===== src/rtl/swan_pkg.sv =====
// swan_pkg: shared definitions for the SWAN128 stream adapter.
//   SWAN_BLOCK_W : default cipher block width
//   swan_state_t : adapter FSM state encoding
//   swan_cnt_w() : width of a word counter for a given words-per-block
package swan_pkg;

  localparam int SWAN_BLOCK_W = 128;

  typedef enum logic [1:0] {
    LOAD  = 2'd0,
    KICK  = 2'd1,
    WAIT  = 2'd2,
    DRAIN = 2'd3
  } swan_state_t;

  // Never returns 0, so a degenerate single-word block still gets a 1-bit counter.
  function automatic int swan_cnt_w(input int words);
    return (words > 1) ? $clog2(words) : 1;
  endfunction

endpackage


===== src/rtl/swan_word_serializer.sv =====
// swan_word_serializer: holds one cipher output block and emits it as
// WORDS stream words, word 0 (block MSBs) first.
// Ports:
//   clk, rst       clock, synchronous active-low reset
//   load           capture load_data and start emitting
//   load_data      block to emit, bit 0 = MSB
//   m_valid/ready  output stream handshake, m_data = current word
//   last_beat      final word handshakes this cycle
module swan_word_serializer
  import swan_pkg::*;
#(
  parameter int WORD_W  = 32,
  parameter int BLOCK_W = SWAN_BLOCK_W
) (
  input  logic               clk,
  input  logic               rst,
  input  logic               load,
  input  logic [0:BLOCK_W-1] load_data,
  output logic               m_valid,
  input  logic               m_ready,
  output logic [WORD_W-1:0]  m_data,
  output logic               last_beat
);

  localparam int WORDS = BLOCK_W / WORD_W;
  localparam int CW    = swan_cnt_w(WORDS);
  localparam logic [CW-1:0] LAST = CW'(WORDS - 1);

  logic [0:BLOCK_W-1] out_reg;
  logic [CW-1:0]      idx;

  assign last_beat = m_valid && m_ready && (idx == LAST);

  // Constant-index mux keeps the select free of variable part-select widths.
  always_comb begin
    m_data = '0;
    for (int k = 0; k < WORDS; k++) begin
      if (idx == CW'(k)) m_data = out_reg[k*WORD_W +: WORD_W];
    end
  end

  always_ff @(posedge clk) begin
    if (!rst) begin
      out_reg <= '0;
      idx     <= '0;
      m_valid <= 1'b0;
    end else if (load) begin
      out_reg <= load_data;
      idx     <= '0;
      m_valid <= 1'b1;
    end else if (m_valid && m_ready) begin
      if (idx == LAST) begin
        m_valid <= 1'b0;
        idx     <= '0;
      end else begin
        idx <= idx + CW'(1);
      end
    end
  end

endmodule


===== src/rtl/swan128_stream_adapter.sv =====
// swan128_stream_adapter: packs WORD_W plaintext words into a BLOCK_W block,
// runs it through a serial SWAN128 core and streams the ciphertext back out.
// Ports:
//   clk, rst                 clock, synchronous active-low reset
//   s_valid/s_ready/s_data   plaintext word stream in
//   m_valid/m_ready/m_data   ciphertext word stream out
//   core_start/core_inp      one-cycle kick and block to the core
//   core_ready/core_out      core completion and result
//   busy                     high unless idle in LOAD with no words taken
//   iv, iv_load              CBC chaining seed (only with SWAN128_ADAPTER_CBC_EN)
// Build option: define SWAN128_ADAPTER_CBC_EN for CBC chaining; default is ECB.
//
// state | meaning
// LOAD  | accepting plaintext words 0..WORDS-1
// KICK  | single-cycle core_start pulse
// WAIT  | core running; core_ready ignored on the first cycle
// DRAIN | emitting ciphertext words
module swan128_stream_adapter
  import swan_pkg::*;
#(
  parameter int WORD_W  = 32,
  parameter int BLOCK_W = SWAN_BLOCK_W
) (
  input  logic               clk,
  input  logic               rst,
  input  logic               s_valid,
  output logic               s_ready,
  input  logic [WORD_W-1:0]  s_data,
  output logic               m_valid,
  input  logic               m_ready,
  output logic [WORD_W-1:0]  m_data,
  output logic               core_start,
  output logic [0:BLOCK_W-1] core_inp,
  input  logic               core_ready,
  input  logic [0:BLOCK_W-1] core_out,
`ifdef SWAN128_ADAPTER_CBC_EN
  input  logic [0:BLOCK_W-1] iv,
  input  logic               iv_load,
`endif
  output logic               busy
);

  localparam int WORDS = BLOCK_W / WORD_W;
  localparam int CW    = swan_cnt_w(WORDS);
  localparam logic [CW-1:0] LAST = CW'(WORDS - 1);

  swan_state_t        state;
  logic [CW-1:0]      in_cnt;
  logic [0:BLOCK_W-1] blk;
  logic [0:BLOCK_W-1] blk_nxt;
  logic [0:BLOCK_W-1] inp_nxt;
  logic               wait_first;
  logic               s_accept;
  logic               capture;
  logic               last_beat;

  assign s_accept = s_valid && s_ready;
  assign capture  = (state == WAIT) && !wait_first && core_ready;

  // Block with this cycle's word merged in, so the core input can be
  // registered on the same edge that accepts the final word.
  always_comb begin
    blk_nxt = blk;
    for (int k = 0; k < WORDS; k++) begin
      if (s_accept && (in_cnt == CW'(k))) blk_nxt[k*WORD_W +: WORD_W] = s_data;
    end
  end

`ifdef SWAN128_ADAPTER_CBC_EN
  logic [0:BLOCK_W-1] chain;

  assign inp_nxt = blk_nxt ^ chain;

  always_ff @(posedge clk) begin
    if (!rst) begin
      chain <= '0;
    end else if (capture) begin
      chain <= core_out;
    end else if ((state == LOAD) && (in_cnt == '0) && iv_load) begin
      chain <= iv;
    end
  end
`else
  assign inp_nxt = blk_nxt;
`endif

  // core_inp is a register loaded once per block, so it stays put through
  // WAIT and DRAIN even when the chain register moves on capture.
  always_ff @(posedge clk) begin
    if (!rst) begin
      state      <= LOAD;
      in_cnt     <= '0;
      blk        <= '0;
      core_inp   <= '0;
      s_ready    <= 1'b1;
      core_start <= 1'b0;
      busy       <= 1'b0;
      wait_first <= 1'b0;
    end else begin
      core_start <= 1'b0;
      case (state)
        LOAD: begin
          if (s_accept) begin
            blk  <= blk_nxt;
            busy <= 1'b1;
            if (in_cnt == LAST) begin
              core_inp   <= inp_nxt;
              in_cnt     <= '0;
              s_ready    <= 1'b0;
              core_start <= 1'b1;
              state      <= KICK;
            end else begin
              in_cnt <= in_cnt + CW'(1);
            end
          end
        end
        KICK: begin
          wait_first <= 1'b1;
          state      <= WAIT;
        end
        WAIT: begin
          if (wait_first) begin
            wait_first <= 1'b0;
          end else if (core_ready) begin
            state <= DRAIN;
          end
        end
        DRAIN: begin
          if (last_beat) begin
            state   <= LOAD;
            s_ready <= 1'b1;
            busy    <= 1'b0;
          end
        end
        default: state <= LOAD;
      endcase
    end
  end

  swan_word_serializer #(
    .WORD_W  (WORD_W),
    .BLOCK_W (BLOCK_W)
  ) u_ser (
    .clk       (clk),
    .rst       (rst),
    .load      (capture),
    .load_data (core_out),
    .m_valid   (m_valid),
    .m_ready   (m_ready),
    .m_data    (m_data),
    .last_beat (last_beat)
  );

endmodule


===== config.mk =====
export PLATFORM = sky130hd
export DESIGN_NAME = swan128_stream_adapter
export DESIGN_NICKNAME = d
export VERILOG_FILES = /design/src/rtl/swan_pkg.sv /design/src/rtl/swan_word_serializer.sv /design/src/rtl/swan128_stream_adapter.sv
export SDC_FILE = /design/constraint.sdc
export NUM_CORES = 1
export LEC_CHECK = 0
export CORE_ASPECT_RATIO = 1.5
export CORE_MARGIN = 1.5
export CORE_UTILIZATION = 50
export DETAILED_ROUTE_END_ITERATION = 7
export MAX_ROUTING_LAYER = met4
export PLACE_DENSITY = 0.8
export RECOVER_POWER = 25
export SYNTH_ARGS = -nofsm -noshare
export SYNTH_HDL_FRONTEND = slang
export SYNTH_SLANG_ARGS = --single-unit

===== constraint.sdc =====
create_clock -name clk -period 3.2 [get_ports clk]
set_input_delay 0.8 -clock clk [delete_from_list [all_inputs] [get_ports clk]]
set_output_delay 0.8 -clock clk [all_outputs]
set_load 0.05 [all_outputs]

==> metrics.md, run 1 <==
| Metric | Value |
|---|---|
| Worst Setup End Kind | output pin |
| Final net count | 2,231 |
| Final Max Tran Viols | 90 |
| Final HPWL DP | 27,070 um |
| Largest net degree at the start of global routing | 130 |
| Starting DRT DRC Count | slightly below 800 |
| Cell variety after synth | 33 |
| Startpoint Class | register |
| Vias in the first global route | 12,890 |
| Synthesized instance count | about 1,800 |
| Clock period minus final worst setup slack | 3.073 ns |
| Wirelength per Cell | between 15 and 20 um |
| DR DRC count | 0 |
| Setup TNS | 0 ns |
| TritonCTS Buffers | 35 |
| GRT Overall Usage | 26.81% |
| First-pass GRT wire length | 64,990 um |
| Synth Warn # | 0 |
| Critical Path Fanout Max | 32 |
| Overflow after GRT | 0 |
| Die area | ~30,000 um^2 |
| Commonest cells after routing, fill and taps aside | nand2_1 (550), dfxtp_1 (363), clkdlybuf4s50_1 (295) |
| Leak | 0.007034 uW |
| Proportion of layout cells with a drive suffix above 1 | 7.711% |
| RSZ-0062 raised after global routing | no |
| Port bufs | 328 |
| Commonest non-fill, non-tap cell in the layout | nand2_1 |
| Ports | 329 |
| Synthesized area per cell | roughly 8.3 um^2 |
| Tightest Hold Check Type | reg2reg |
| Register bit total from synthesis | 363 |
| VDD IR max | between 0.3 and 0.4 mV |
| Synth-to-layout area growth | 33.16% |
| Die Span Y | 214.6 um |
| Post-Synth Simple-Gate Area | 20.12% |
| CTS sink count | 363 |
| Arr. time, crit path | 2.27 ns |
| Via count | 13,370 |
| Number of setup violations in the final report | 0 |
| Fmax | 325.5 MHz |
| Overall power | 11,030 uW |
| Drt pass-1 iters | 6 |
| Worst skew pair latency | ~0.53 ns |
| DIE WIDTH | approximately 140 um |
| Worst slew pin tran | 1.743 ns |
| ANT nets after route | 0 |
| CTS tree | yes |
| Max cap viols | 1 |
| Clock tree buffer depth | 3 |
| PD cells | around 560 nW/um^2 |
| Vias per cell | 5.410 |
| Initial Util | 50.79% |
| Synth Net Count | between 1,500 and 2,000 |
| Main combinational cell family by area after synthesis | simple AND/OR/NAND/NOR gates |
| Dpl cells | roughly 2,400 |
| Routability cong. | 0.8164 |
| Synth Area in Adders | 1.006% |
| Crit path required time | 2.40 ns |
| DRT Wirelength | 40,940 um |
| Outcome | finished with violations |
| Netlist Area Pre-Place | roughly 15,000 um^2 |
| Post-Layout Cell Count | 2,472 |
| Hold Violations, Final | 0 |
| CTS root buf | clkbuf_16 |
| Core area | 29,380 um^2 |
| Post-synthesis mux area share | roughly 6.6% |
| Seq/Total Area, Yosys | 48.69% |
| Worst-path clk slew | 0.06 ns |
| Type of the worst setup path | reg2out |
| Compound-Gate Fraction of Synth Area | 18.25% |
| Initial antenna violation count | 2 |
| Rows | 77 |
| Final Skew | between 0.02 and 0.025 ns |
| CTS H-tree depth | 2 |
| Cts hold-fix bufs | 0 |
| Failing checks | capacitance limit, slew limit |
| Final period utilization | 96.02% |
| Slew HR | -16.19% |
| Area share of xor/xnor cells in the synthesized design | 0% |
final cells by class:
class | instances | area (um^2)
Antenna cell | 2 | 5.005
Clock buffer | 47 | 982.2
Clock inverter | 11 | 120.1
Fill cell | 2299 | 9512
Inverter | 8 | 30.03
Multi-Input combinational cell | 1278 | 6912
Sequential cell | 363 | 7267
Tap cell | 395 | 494.2
Timing Repair Buffer | 368 | 4063
synth_stat cells, drive strengths merged:
cell type	instances	area, um^2
nand2b	1	6.260
nand3	7	50.05
nand2	550	2064
ha	12	150.1
buf	84	489.2
a221oi	32	280.3
and3b	1	8.760
a211oi	97	838.3
nor2b	65	406.6
nand4	4	25.02
nand3b	1	7.510
clkbuf	72	270.3
a21boi	1	7.510
dfxtp	363	7267
o31ai	32	240.2
a41oi	1	8.760
mux2i	99	991.0
o21ai	2	10.01
inv	8	30.03
o221a	1	11.26
a22o	1	8.760
nor2	103	386.6
and4	4	35.03
a21oi	260	1301
or2	1	6.260
a21o	1	7.510
or3	1	6.260
a222oi	1	10.01
report_power, final:
group	internal, uW	total (uW)	switching, uW
clock	2320	4040	1720
sequential	4780	4920	143
combinational	835	2070	1230
total	7930	11000	3100
critical path, stage by stage (launching register included):
cell,delay [ns]
dfxtp_1,0.39
inv_1,0.08
ha_2,0.22
clkbuf_16,0.22
nor2b_1,0.12
a221oi_1,0.08
o31ai_1,0.41
buf_12,0.20
cells by family (layout without fill, tap and decap cells):
group | Yosys count | count (layout)
mux | 99 | 99
other cells | 0 | 2
compound gates | 429 | 429
fa+ha+maj | 12 | 12
simple gates | 738 | 738
flops | 363 | 363
buf+inv | 164 | 434
worst paths after layout:
check / start / end / slack [ns] / cells after the start
min reg2reg: u_ser.out_reg[11] / u_ser.out_reg[11] / 0.45 / 2
max: u_ser.idx[1] / m_data[27] / 0.13 / 7
min: u_ser.out_reg[11] / u_ser.out_reg[11] / 0.45 / 2
max reg2reg: state[0] / u_ser.out_reg[10] / 0.76 / 6
metal layers:
| layer | track usage, % | vias to the layer above | wire length, um |
|---|---|---|---|
| li1 | - | 6586 | - |
| met1 | 30.70 | 6230 | 16220 |
| met2 | 45.30 | 451 | 20660 |
| met3 | 4.958 | 106 | 2577 |
| met4 | 11.39 | 0 | 1479 |
| met5 | - | - | 0 |
per-stage QoR:
step	worst slack [ns]	cell area, um^2	hold slack, ns	utilization, %
after global routing	0.007726	19870	0.4634	67.63
after detailed placement	0.3569	18760	0.4424	63.86
after floorplan	0.04886	14920	0.4316	-
after global placement	0.4764	18760	0.4371	63.86
after CTS	0.005150	19870	0.4508	67.61
final	0.1275	19870	0.4505	67.63
repair_timing:
action	4_1_cts	5_1_grt
setup endpoints to repair	0	29
buffers inserted	0	0
gates resized for setup	0	9
Note: power is estimated with default switching activity, not from simulation.
==> run 2, diff against run 1 <==
Settings changed: CAP_MARGIN from default to 5.
==> results of run 2 <==
Same layout as run 1: the final DEF is identical, and so are final timing and power.
